[src/rtl/rvc_pkg.sv]
// Shared RV32I/RV32C encoding constants and instruction-format builders
// used by the compressed-instruction expander.
package rvc_pkg;

  localparam logic [6:0] OPC_LUI    = 7'b0110111;
  localparam logic [6:0] OPC_JAL    = 7'b1101111;
  localparam logic [6:0] OPC_JALR   = 7'b1100111;
  localparam logic [6:0] OPC_BRANCH = 7'b1100011;
  localparam logic [6:0] OPC_LOAD   = 7'b0000011;
  localparam logic [6:0] OPC_STORE  = 7'b0100011;
  localparam logic [6:0] OPC_OP_IMM = 7'b0010011;
  localparam logic [6:0] OPC_OP     = 7'b0110011;
  localparam logic [6:0] OPC_SYSTEM = 7'b1110011;

  localparam logic [2:0] F3_ADD = 3'b000;
  localparam logic [2:0] F3_SLL = 3'b001;
  localparam logic [2:0] F3_W   = 3'b010;
  localparam logic [2:0] F3_XOR = 3'b100;
  localparam logic [2:0] F3_SR  = 3'b101;
  localparam logic [2:0] F3_OR  = 3'b110;
  localparam logic [2:0] F3_AND = 3'b111;
  localparam logic [2:0] F3_BEQ = 3'b000;
  localparam logic [2:0] F3_BNE = 3'b001;

  localparam logic [6:0] F7_BASE = 7'b0000000;
  localparam logic [6:0] F7_ALT  = 7'b0100000;

  typedef enum logic [1:0] {
    Q0     = 2'b00,
    Q1     = 2'b01,
    Q2     = 2'b10,
    Q_NONE = 2'b11
  } quadrant_e;

  localparam logic [2:0] C0_ADDI4SPN = 3'b000;
  localparam logic [2:0] C0_LW       = 3'b010;
  localparam logic [2:0] C0_SW       = 3'b110;
  localparam logic [2:0] C1_ADDI     = 3'b000;
  localparam logic [2:0] C1_JAL      = 3'b001;
  localparam logic [2:0] C1_LI       = 3'b010;
  localparam logic [2:0] C1_LUI      = 3'b011;
  localparam logic [2:0] C1_MISC     = 3'b100;
  localparam logic [2:0] C1_J        = 3'b101;
  localparam logic [2:0] C1_BEQZ     = 3'b110;
  localparam logic [2:0] C1_BNEZ     = 3'b111;
  localparam logic [2:0] C2_SLLI     = 3'b000;
  localparam logic [2:0] C2_LWSP     = 3'b010;
  localparam logic [2:0] C2_MISC     = 3'b100;
  localparam logic [2:0] C2_SWSP     = 3'b110;

  function automatic logic [4:0] creg(logic [2:0] r);
    return {2'b01, r};
  endfunction

  function automatic logic [31:0] enc_i(logic [11:0] imm, logic [4:0] rs1, logic [2:0] f3,
                                        logic [4:0] rd, logic [6:0] opc);
    return {imm, rs1, f3, rd, opc};
  endfunction

  function automatic logic [31:0] enc_s(logic [11:0] imm, logic [4:0] rs2, logic [4:0] rs1,
                                        logic [2:0] f3);
    return {imm[11:5], rs2, rs1, f3, imm[4:0], OPC_STORE};
  endfunction

  function automatic logic [31:0] enc_b(logic [12:1] imm, logic [4:0] rs1, logic [2:0] f3);
    return {imm[12], imm[10:5], 5'd0, rs1, f3, imm[4:1], imm[11], OPC_BRANCH};
  endfunction

  function automatic logic [31:0] enc_j(logic [20:1] imm, logic [4:0] rd);
    return {imm[20], imm[10:1], imm[11], imm[19:12], rd, OPC_JAL};
  endfunction

  function automatic logic [31:0] enc_r(logic [6:0] f7, logic [4:0] rs2, logic [4:0] rs1,
                                        logic [2:0] f3, logic [4:0] rd);
    return {f7, rs2, rs1, f3, rd, OPC_OP};
  endfunction

endpackage

[src/rtl/rvc_expand.sv]
// Combinational RV32C -> RV32I expander; flags illegal/reserved encodings
// and forces the expanded word to zero for them.
module rvc_expand
  import rvc_pkg::*;
(
  input  logic [15:0] i_c,
  output logic [31:0] o_instr,
  output logic        o_illegal
);

  logic [2:0]  w_f3;
  logic [4:0]  w_rd, w_rs2, w_r42, w_r97;
  logic [11:0] w_imm6, w_nzuimm, w_lwoff, w_sp16, w_lwspoff, w_swspoff;
  logic [12:1] w_boff;
  logic [20:1] w_joff;
  logic [31:0] w_ins;
  logic        w_ill;

  assign w_f3   = i_c[15:13];
  assign w_rd   = i_c[11:7];
  assign w_rs2  = i_c[6:2];
  assign w_r42  = creg(i_c[4:2]);
  assign w_r97  = creg(i_c[9:7]);
  assign w_imm6 = {{6{i_c[12]}}, i_c[12], i_c[6:2]};

  // Scattered immediate fields reassembled into natural bit order.
  assign w_nzuimm  = {2'b00, i_c[10:7], i_c[12:11], i_c[5], i_c[6], 2'b00};
  assign w_lwoff   = {5'b0, i_c[5], i_c[12:10], i_c[6], 2'b00};
  assign w_sp16    = {{3{i_c[12]}}, i_c[4:3], i_c[5], i_c[2], i_c[6], 4'b0};
  assign w_lwspoff = {4'b0, i_c[3:2], i_c[12], i_c[6:4], 2'b00};
  assign w_swspoff = {4'b0, i_c[8:7], i_c[12:9], 2'b00};
  assign w_boff    = {{5{i_c[12]}}, i_c[6:5], i_c[2], i_c[11:10], i_c[4:3]};
  assign w_joff    = {{10{i_c[12]}}, i_c[8], i_c[10:9], i_c[6], i_c[7], i_c[2], i_c[11], i_c[5:3]};

  always_comb begin
    w_ins = '0;
    w_ill = 1'b0;
    unique case (quadrant_e'(i_c[1:0]))
      Q0: begin
        case (w_f3)
          C0_ADDI4SPN: begin
            w_ill = (w_nzuimm == '0);
            w_ins = enc_i(w_nzuimm, 5'd2, F3_ADD, w_r42, OPC_OP_IMM);
          end
          C0_LW:   w_ins = enc_i(w_lwoff, w_r97, F3_W, w_r42, OPC_LOAD);
          C0_SW:   w_ins = enc_s(w_lwoff, w_r42, w_r97, F3_W);
          default: w_ill = 1'b1;
        endcase
      end
      Q1: begin
        case (w_f3)
          C1_ADDI: w_ins = enc_i(w_imm6, w_rd, F3_ADD, w_rd, OPC_OP_IMM);
          C1_JAL:  w_ins = enc_j(w_joff, 5'd1);
          C1_LI:   w_ins = enc_i(w_imm6, 5'd0, F3_ADD, w_rd, OPC_OP_IMM);
          C1_LUI: begin
            if (w_rd == 5'd2) begin
              w_ill = (w_sp16 == '0);
              w_ins = enc_i(w_sp16, 5'd2, F3_ADD, 5'd2, OPC_OP_IMM);
            end else begin
              w_ill = (w_rd != 5'd0) && (w_imm6 == '0);
              w_ins = {{8{w_imm6[11]}}, w_imm6, w_rd, OPC_LUI};
            end
          end
          C1_MISC: begin
            case (i_c[11:10])
              2'b00: begin
                w_ill = i_c[12];
                w_ins = enc_i({F7_BASE, i_c[6:2]}, w_r97, F3_SR, w_r97, OPC_OP_IMM);
              end
              2'b01: begin
                w_ill = i_c[12];
                w_ins = enc_i({F7_ALT, i_c[6:2]}, w_r97, F3_SR, w_r97, OPC_OP_IMM);
              end
              2'b10: w_ins = enc_i(w_imm6, w_r97, F3_AND, w_r97, OPC_OP_IMM);
              default: begin
                w_ill = i_c[12];
                case (i_c[6:5])
                  2'b00:   w_ins = enc_r(F7_ALT, w_r42, w_r97, F3_ADD, w_r97);
                  2'b01:   w_ins = enc_r(F7_BASE, w_r42, w_r97, F3_XOR, w_r97);
                  2'b10:   w_ins = enc_r(F7_BASE, w_r42, w_r97, F3_OR, w_r97);
                  default: w_ins = enc_r(F7_BASE, w_r42, w_r97, F3_AND, w_r97);
                endcase
              end
            endcase
          end
          C1_J:    w_ins = enc_j(w_joff, 5'd0);
          C1_BEQZ: w_ins = enc_b(w_boff, w_r97, F3_BEQ);
          default: w_ins = enc_b(w_boff, w_r97, F3_BNE);
        endcase
      end
      Q2: begin
        case (w_f3)
          C2_SLLI: begin
            w_ill = i_c[12];
            w_ins = enc_i({F7_BASE, i_c[6:2]}, w_rd, F3_SLL, w_rd, OPC_OP_IMM);
          end
          C2_LWSP: begin
            w_ill = (w_rd == 5'd0);
            w_ins = enc_i(w_lwspoff, 5'd2, F3_W, w_rd, OPC_LOAD);
          end
          C2_MISC: begin
            if (!i_c[12]) begin
              if (w_rs2 == 5'd0) begin
                w_ill = (w_rd == 5'd0);
                w_ins = enc_i('0, w_rd, F3_ADD, 5'd0, OPC_JALR);
              end else begin
                w_ins = enc_r(F7_BASE, w_rs2, 5'd0, F3_ADD, w_rd);
              end
            end else if (w_rs2 == 5'd0) begin
              if (w_rd == 5'd0) w_ins = enc_i(12'd1, 5'd0, F3_ADD, 5'd0, OPC_SYSTEM);
              else              w_ins = enc_i('0, w_rd, F3_ADD, 5'd1, OPC_JALR);
            end else begin
              w_ins = enc_r(F7_BASE, w_rs2, w_rd, F3_ADD, w_rd);
            end
          end
          C2_SWSP: w_ins = enc_s(w_swspoff, w_rs2, 5'd2, F3_W);
          default: w_ill = 1'b1;
        endcase
      end
      Q_NONE: w_ins = '0;
    endcase
  end

  assign o_illegal = w_ill;
  assign o_instr   = w_ill ? '0 : w_ins;

endmodule

[src/rtl/rvc_decompress.sv]
// Registered RV32C expander: compressed words are expanded, 32-bit words pass
// through; one-cycle latency, outputs hold while no word is accepted.
module rvc_decompress
  import rvc_pkg::*;
(
  input  logic        clk,
  input  logic        rst,
  input  logic        in_valid,
  input  logic [31:0] instr,
  output logic        out_valid,
  output logic [31:0] instr_out,
  output logic        is_compressed,
  output logic        illegal
);

  logic [31:0] w_exp;
  logic        w_exp_ill;
  logic        w_comp;
  logic        r_valid;
  logic [31:0] r_instr;
  logic        r_comp;
  logic        r_ill;

  rvc_expand u_expand (
    .i_c       (instr[15:0]),
    .o_instr   (w_exp),
    .o_illegal (w_exp_ill)
  );

  assign w_comp = (quadrant_e'(instr[1:0]) != Q_NONE);

  always_ff @(posedge clk) begin
    if (!rst) begin
      r_valid <= 1'b0;
      r_instr <= '0;
      r_comp  <= 1'b0;
      r_ill   <= 1'b0;
    end else begin
      r_valid <= in_valid;
      if (in_valid) begin
        r_instr <= w_comp ? w_exp : instr;
        r_comp  <= w_comp;
        r_ill   <= w_comp & w_exp_ill;
      end
    end
  end

  assign out_valid     = r_valid;
  assign instr_out     = r_instr;
  assign is_compressed = r_comp;
  assign illegal       = r_ill;

endmodule

[config.mk]
export PLATFORM = sky130hd
export DESIGN_NAME = rvc_decompress
export DESIGN_NICKNAME = d
export VERILOG_FILES = /design/src/rtl/rvc_pkg.sv /design/src/rtl/rvc_expand.sv /design/src/rtl/rvc_decompress.sv
export SDC_FILE = /design/constraint.sdc
export NUM_CORES = 1
export LEC_CHECK = 0
export CORE_ASPECT_RATIO = 1.2
export CORE_MARGIN = 2
export CORE_UTILIZATION = 30
export DETAILED_ROUTE_END_ITERATION = 16
export GPL_TIMING_DRIVEN = 0
export HOLD_SLACK_MARGIN = 0.03
export SLEW_MARGIN = 20
export SYNTH_ARGS = -nofsm -noshare
export SYNTH_HDL_FRONTEND = slang
export SYNTH_SLANG_ARGS = --single-unit
[constraint.sdc]
create_clock -name clk -period 4.33 [get_ports clk]
set_input_delay 0.866 -clock clk [delete_from_list [all_inputs] [get_ports clk]]
set_output_delay 0.866 -clock clk [all_outputs]
set_load 0.01 [all_outputs]
Yosys cells after proc, flatten, opt, wreduce, memory -nomap -nowiden. Cells that the tools add are included. W data, S select, Z words.

Register bits after elaboration: 35. Output and inout port bits: 35. Word-level logic and storage cells: 53.

Eq/ne operators: 15. Reductions and logical operators: 12. Bitwise operators: 1. Multiplexer cells: 21.

Operators by type and width (number): $pmux W32 S4 (2); $pmux W32 S7 (1); $pmux W32 S3 (1); $pmux W31 S3 (1); $pmux W30 S3 (1); $mux W25 (3); $mux W32 (2); $logic_not A12 Y1 (3); $mux W29 (1); $mux W21 (1); $logic_not A5 Y1 (2); $eq A3 B3 Y1 const B (3); $eq A2 B2 Y1 const B (4); $eq A2 B1 Y1 const B (3); $eq A3 B2 Y1 const B (2); $logic_not A2 Y1 (3); $eq A5 B2 Y1 const B (1); $reduce_bool A5 Y1 (1); $mux W1 (4); $pmux W1 S2 (2); $pmux W1 S4 (1); $eq A3 B1 Y1 const B (1); $logic_not A3 Y1 (1); $pmux W1 S3 (1); other kinds (4) (4).

Longest topological paths before layout. Gate-level depths: netlist (run 1).

Depth in word-level cells: 8. Mapped depth: 9. Mapped depth without buffers: 6.

Hierarchy. A second synthesis (run 1) with hierarchy kept.

Cell total of the unflattened synthesis: 485. Area, all modules: 3248.1 µm².

By module, submodules not included: rvc_expand (cells each 298, times used 1, area each 1783.0 µm², seq. area each 0.0 µm²); rvc_decompress (cells each 187, times used 1, area each 1465.2 µm², seq. area each 700.7 µm²).

Least setup slack after synthesis (run 1). Ideal clock, no wire load.

Path kind: in2reg. Start: input port instr[4]. End: register r_instr[13] (netlist: instr_out[13]). Cell stages on the path: 8. Required time: 4.205 ns. Buffers on the path: 2. Setup slack: 1.752 ns. Library setup time: 0.125 ns. Arrival: 2.454 ns. Path through: clkbuf_1 > nor4_1 > nand2_1 > buf_2 > o31ai_2 > a211oi_4 > o21ai_1 > nor3_1.

Cells in the longest elaborated chain, start to end: 7. Elaborated cells on any way between the ends: 16.

Ends and longest elaborated chain: start, declared (RTL line rvc_decompress.sv:9) `input logic [31:0] instr,`; $logic_not A5 Y1 / $logic_not A12 Y1 (equally long branches) (RTL line rvc_expand.sv:103, rvc_expand.sv:109, rvc_expand.sv:60); $mux W25, or another cell as far along (RTL line rvc_expand.sv:109) `end else if (w_rs2 == 5'd0) begin`; $mux W25, or another cell as far along (RTL line rvc_expand.sv:102) `if (!i_c[12]) begin`; $pmux W32 S4, or another cell as far along (RTL line rvc_expand.sv:92) `case (w_f3)`; $pmux W32 S4 / $pmux W1 S3 (equally long branches) (RTL line rvc_expand.sv:38) `unique case (quadrant_e'(i_c[1:0]))`; $mux W32 * (RTL line rvc_expand.sv:125) `assign o_instr = w_ill ? '0 : w_ins;`; $mux W32 * (RTL line rvc_decompress.sv:41) `r_instr <= w_comp ? w_exp : instr;`; end signal, assigned (RTL line rvc_decompress.sv:41); end, declared (RTL line rvc_decompress.sv:20) `logic [31:0] r_instr;`.

Mark *: on every way between the ends. The rest lies on a longest branch, timed or not. A chain may end at the register's enable or synchronous reset.

Worst setup path in the final report (run 1).
Start: input port instr[0]. End: register r_instr[25] (netlist: instr_out[25]).

Cells in the longest elaborated chain, start to end: 4. Elaborated cells on any way between the ends: 9.

Ends and longest elaborated chain (RTL line): $eq A2 B2 Y1, or another cell as far along (rvc_expand.sv:38); $pmux W32 S4 / $pmux W1 S3 (equally long branches) (rvc_expand.sv:38); $mux W32 (rvc_expand.sv:125); $mux W32 * (rvc_decompress.sv:41).

Marks and branches as above.

==> impl_metrics.yaml, run 1 <==
outcome:
  status: "completed"
placement:
  pre_cts_slack_ps: 446
  numPlacedInstances: 679
  placed_area_mm2: 0.00397
  portBuffers: 63
  post-dp-hpwl_mm: 13.2
  place_congestion: 0.994
logic_synthesis:
  netlist_area_mm2: 0.00318
  synth_fp_nets: 522
  synth-seq-cells: 35
  ys.flop_type: "dfxtp_1"
  ys_warn_count: 0
  synth_edf_count: 0
  synth_cells: 487
  synth.yosys.seq_area_share_pct: 22.1
  avgSynthCellArea_um2: 6.52
  async_flop_share_pct: 0
  synth_cell_types: 58
route:
  via_per_inst: 6.19
  final_antenna_net_count: 0
  drt_wl_total_mm: 17.6
  wl_per_cell_um: 25.7
  dr.first_iter.drc_count: 421
  routed-via-count: 4251
  firstDrtPassIters: 5
  drc: 0
critical_path:
  worstSetupEndpointType: "register"
  path_class: "in2reg"
  cp.arrival_ps: 3950
  cp_cell_sequence: "clkdlybuf4s50_1 > clkbuf_1 > clkbuf_1 > clkbuf_1 > o22ai_1 > nor3_1 > o22ai_1"
  slowest_delay_ps: 590
  crit_top_cell: "clkbuf_1"
  required_ps: 4480
  path_delay_family: "buffers and inverters"
  cp-start-kind: "primary input"
  crit_buf_inv: 4
  critical_path.max_fanout: 10
  critPathSlowestCell: "clkdlybuf4s50_1"
clocking:
  clk_transition_reported_paths_ps: 60
  cts_made_buffers: 5
  clkLatencyLatePin_ps: 280
  clockRootBuffer: "clkbuf_16"
  cts_tree: "built"
  htreeDepth: 2
  clk_path_buf_depth: 2
  cts_sinks: 35
  cts_hold_buffers: 0
  cts_resized: 0
  post_cts_buffers: 0
final_layout:
  finalNonFillerCells: 687
  layout.nets: 592
  layout-drive-gt1-share_pct: 4.12
  final_cell_mix: "nand2_1 (73), clkdlybuf4s50_1 (63), o21ai_0 (60)"
  syn2layout_area_growth_pct: 30.4
  multiInputGateArea_mm2: 0.00221
  stdcell_area_mm2: 0.00414
  n_fill_cell: 1149
  final-seq-area_um2: 701
  final_common_cell: "nand2_1"
  fin_util_pct: 39.8
  n_antenna_cell: 0
sta:
  slew_viol_final: 0
  setup_viol: 0
  min_period_over_period_pct: 87.6
  slew_headroom_pct: 35.1
  worstMarginPinSlew_ps: 974
  hold_violations: 0
  worst_slack_ps: 535
  final.setup.tns_ps: 0
  skew_ps: 0
  fmax_ghz: 0.264
  rsz0062_at_grt: "false"
  min_period_ps: 3790
  holdWs_ps: 462
die:
  dieArea_mm2: 0.0114
  fp.dieH_um: 117
  rows: 41
  die_w_um: 97.9
  start_util_pct: 30.5
  core-area_mm2: 0.0104
  io_pins: 70
global_route:
  antenna_found_initial: 0
  grt_max_degree: 12
  grt_pass1_vias: 4076
  grt_first_pass_wirelength_mm: 26.1
  globalRouteTotalUtil_pct: 30.6
  globalRoute.totalOverflow: 0
power:
  power_density_mw_per_mm2: 279
  p_total_mw: 1.16
  combPwrFrac_pct: 32.0
  power.share.switching_pct: 33.5
  p_clk_share_pct: 37.1
  p_int_uw: 770
  power_frac_seq_pct: 30.8
  ir_drop_mv: 0.119
  leakagePower_nw: 1.42
  p_sw_uw: 388
min_path:
  hp-class: "reg2reg"
job:
  maxCapViolations: 0
==> final timing paths <==
kind | from | endpoint | slack (ps) | cells after the start
worst min register to register | instr_out[1] | instr_out[1] | 460 | 2
worst max-delay path | instr[0] | instr_out[25] | 540 | 7
worst min-delay path | instr_out[1] | instr_out[1] | 460 | 2
worst max register to register | instr_out[18] | instr_out[18] | 3300 | 5
==> layout make-up <==
cell class	instances	share of cell area [%]
buffer	54	5.29
clock buffer	6	3.35
clock inverter	2	0.846
inverter	12	1.09
multi-input combinational	386	53.4
sequential	35	16.9
tap	129	3.90
timing repair buffer	63	15.2
==> synth_stat cells, types with 2 or more instances <==
master,number,area [um2]
nand2_1,73,274
o21ai_0,60,300
a21oi_1,43,215
clkbuf_1,42,158
dfxtp_1,35,701
nor2_1,30,113
a31oi_1,20,125
nand3_1,20,100
nor2b_1,13,81.3
inv_1,11,41.3
nand2b_1,9,56.3
o211ai_1,9,67.6
o2111ai_1,7,61.3
o22ai_1,7,43.8
and2_1,6,37.5
buf_1,6,22.5
nor3_1,6,30.0
o31ai_1,6,45.0
a21boi_0,5,37.5
nor3b_1,5,37.5
o31a_1,5,43.8
a22oi_1,4,30.0
a2bb2oi_1,4,35.0
buf_2,4,20.0
o221ai_1,4,35.0
a211oi_1,3,22.5
a21boi_1,3,22.5
a221o_1,3,30.0
a32o_1,3,30.0
nand4_1,3,18.8
o211a_1,3,30.0
or2_2,3,18.8
a211o_1,2,17.5
a21o_1,2,15.0
a221oi_1,2,17.5
a41oi_1,2,17.5
nand3b_1,2,15.0
nor4_1,2,12.5
==> per-layer routing <==
layer  up-vias  wire (um)  track usage, %
met5         -          0               0
met4         0        824            14.4
met3        55       1120            3.29
met2       249       8220            51.4
met1      2019       7470            39.7
li1       1928          -               -
==> sequential cells by signal, indices dropped and copies added, names as in the netlist <==
| register | flops |
|---|---|
| out_valid | 1 |
| illegal | 1 |
| instr_out | 32 |
| is_compressed | 1 |
==> cell families (layout without fill, tap and decap cells) <==
group / Yosys count / count (layout) / share of synthesized area, %
AO/OA/AOI/OAI: 208 / 208 / 42.6
buffers and inverters: 66 / 137 / 8.31
flip-flops: 35 / 35 / 22.1
multiplexers: 1 / 1 / 0.354
AND/OR/NAND/NOR: 177 / 177 / 26.7
==> power by group through the flow <==
stage | Combinational [mW] | Sequential (mW) | Clock (mW)
global route | 0.393 | 0.359 | 0.444
global placement | 0.366 | 0.363 | 0
finish | 0.371 | 0.357 | 0.430
CTS | 0.362 | 0.357 | 0.436
detailed placement | 0.361 | 0.364 | 0
floorplan | 0.181 | 0.373 | 0
==> tightest hold or removal path, stage by stage (launching register included) <==
cell and delay [ps]:
dfxtp_1 320, nor2_1 40, nor2_1 60
Note: power is estimated with default switching activity, not from simulation.
==> inputs of run 2 (changes only) <==
Settings changed: SYNTH_HIERARCHICAL from default to 1.
==> impl_metrics.yaml, run 2 <==
route:
  final_antenna_net_count: 0
  via_per_inst: 6.18
  drc: 0
  dr.first_iter.drc_count: 406
  firstDrtPassIters: 6
  routed-via-count: 4262
  drt_wl_total_mm: 15.0
  wl_per_cell_um: 21.7
global_route:
  globalRouteTotalUtil_pct: 25.1
  grt_first_pass_wirelength_mm: 23.0
  antenna_found_initial: 0
  grt_pass1_vias: 4203
  globalRoute.totalOverflow: 0
  grt_max_degree: 11
placement:
  post-dp-hpwl_mm: 11.2
  numPlacedInstances: 682
  portBuffers: 68
  place_congestion: 1.00
  placed_area_mm2: 0.00409
sta:
  skew_ps: 0
  final.setup.tns_ps: 0
  worstMarginPinSlew_ps: 874
  hold_violations: 0
  min_period_over_period_pct: 89.7
  rsz0062_at_grt: "false"
  setup_viol: 0
  min_period_ps: 3880
  fmax_ghz: 0.258
  slew_viol_final: 0
  holdWs_ps: 496
  slew_headroom_pct: 40.2
clocking:
  clk_path_buf_depth: 2
  clockRootBuffer: "clkbuf_16"
  clk_transition_reported_paths_ps: 50
  clkLatencyLatePin_ps: 280
  cts_resized: 0
  cts_hold_buffers: 0
  cts_sinks: 35
  htreeDepth: 2
  cts_made_buffers: 5
  cts_tree: "built"
  post_cts_buffers: 0
critical_path:
  required_ps: 4540
  cp.arrival_ps: 4090
  critical_path.max_fanout: 10
  cp-start-kind: "primary input"
  path_class: "in2reg"
  worst_r2r_path_depth: 2
  worstSetupEndpointType: "register"
final_layout:
  multiInputGateArea_mm2: 0.00224
  final_common_cell: "nand2_1"
  finalNonFillerCells: 690
  stdcell_area_mm2: 0.00423
  n_fill_cell: 1144
  syn2layout_area_growth_pct: 30.2
  layout-drive-gt1-share_pct: 10.7
  n_antenna_cell: 0
  final_cell_mix: "nand2_1 (93), clkdlybuf4s50_1 (68), o21ai_0 (57)"
  layout.nets: 595
  final-seq-area_um2: 701
  largest_reg_flops: 32
logic_synthesis:
  synth_cell_types: 65
  synth.yosys.seq_area_share_pct: 21.6
  synth.most_common_cell: "nand2_1"
  ys.flop_type: "dfxtp_1"
  ys_warn_count: 6
  synth.top_cell.area_share_pct: 21.6
  synth-seq-cells: 35
  avgSynthCellArea_um2: 6.70
  yosys-top-cells-count: "nand2_1 (93), o21ai_0 (57), a21oi_1 (40), a31oi_1 (35), dfxtp_1 (35)"
  synth_fp_nets: 520
  synth_cells: 485
  synth_edf_count: 0
  synth_area_leader_cell: "dfxtp_1"
  synth_area_leaders: "dfxtp_1 (22%), nand2_1 (11%), o21ai_0 (8.8%)"
  async_flop_share_pct: 0
  netlist_area_mm2: 0.00325
die:
  start_util_pct: 30.9
  io_pins: 70
  die_w_um: 99.0
  dieArea_mm2: 0.0117
  core-area_mm2: 0.0105
  rows: 41
  fp.dieH_um: 118
power:
  power_density_mw_per_mm2: 252
  p_total_mw: 1.07
  ir_drop_mv: 0.114
  leakagePower_nw: 1.43
outcome:
  status: "completed"
min_path:
  min_path_cells: 1
  hp-class: "reg2reg"
job:
  maxCapViolations: 0
==> run 2: logic make-up (layout without fill, tap and decap cells) <==
family | after synthesis | count (layout) | synth area share, %
multiplexers | 4 | 4 | 1.27
AND/OR/NAND/NOR | 184 | 184 | 27.2
buffers and inverters | 58 | 134 | 9.51
XOR/XNOR | 1 | 1 | 0.270
flip-flops | 35 | 35 | 21.6
AO/OA/AOI/OAI | 203 | 203 | 40.2
==> run 2: where the power goes <==
group	internal, mW	switching (mW)	leakage, nW
clock network	0.212	0.128	0.0679
registers	0.345	0.0107	0.290
logic	0.152	0.219	1.07
==> run 2: layer usage <==
layer	GRT usage [%]	wire length [um]
met4	13.1	710
met3	5.76	1360
met5	0	0
met1	31.2	5970
met2	39.9	6940
==> run 2: per-stage QoR <==
stage               util [%]  worst slack (ps)
global placement        38.9               259
CTS                     40.2               600
floorplan                  -              1700
global route            40.2               429
detailed placement      38.9               357
finish                  40.2               448
==> run 2: final cells by class <==
cell class,count,area share [%]
multi-input combinational,392,52.9
timing repair buffer,68,16.1
clock buffer,7,3.14
buffer,52,6.78
clock inverter,1,0.118
tap,129,3.82
sequential,35,16.6
inverter,6,0.533
==> run 2: final timing paths <==
path | from | to | slack [ps]
hold / removal | is_compressed | is_compressed | 500
setup / recovery | instr[14] | instr_out[15] | 450
setup reg to reg | instr_out[2] | instr_out[2] | 3660
hold reg to reg | is_compressed | is_compressed | 500
==> run 2: critical path, cell delays in order <==
cell,delay (ps)
clkdlybuf4s50_1,510
buf_2,290
buf_2,300
nand3b_1,260
a21oi_1,470
a2bb2oi_1,120
a2111oi_0,800
o21ba_2,270
nand2_1,50
a31oi_1,150
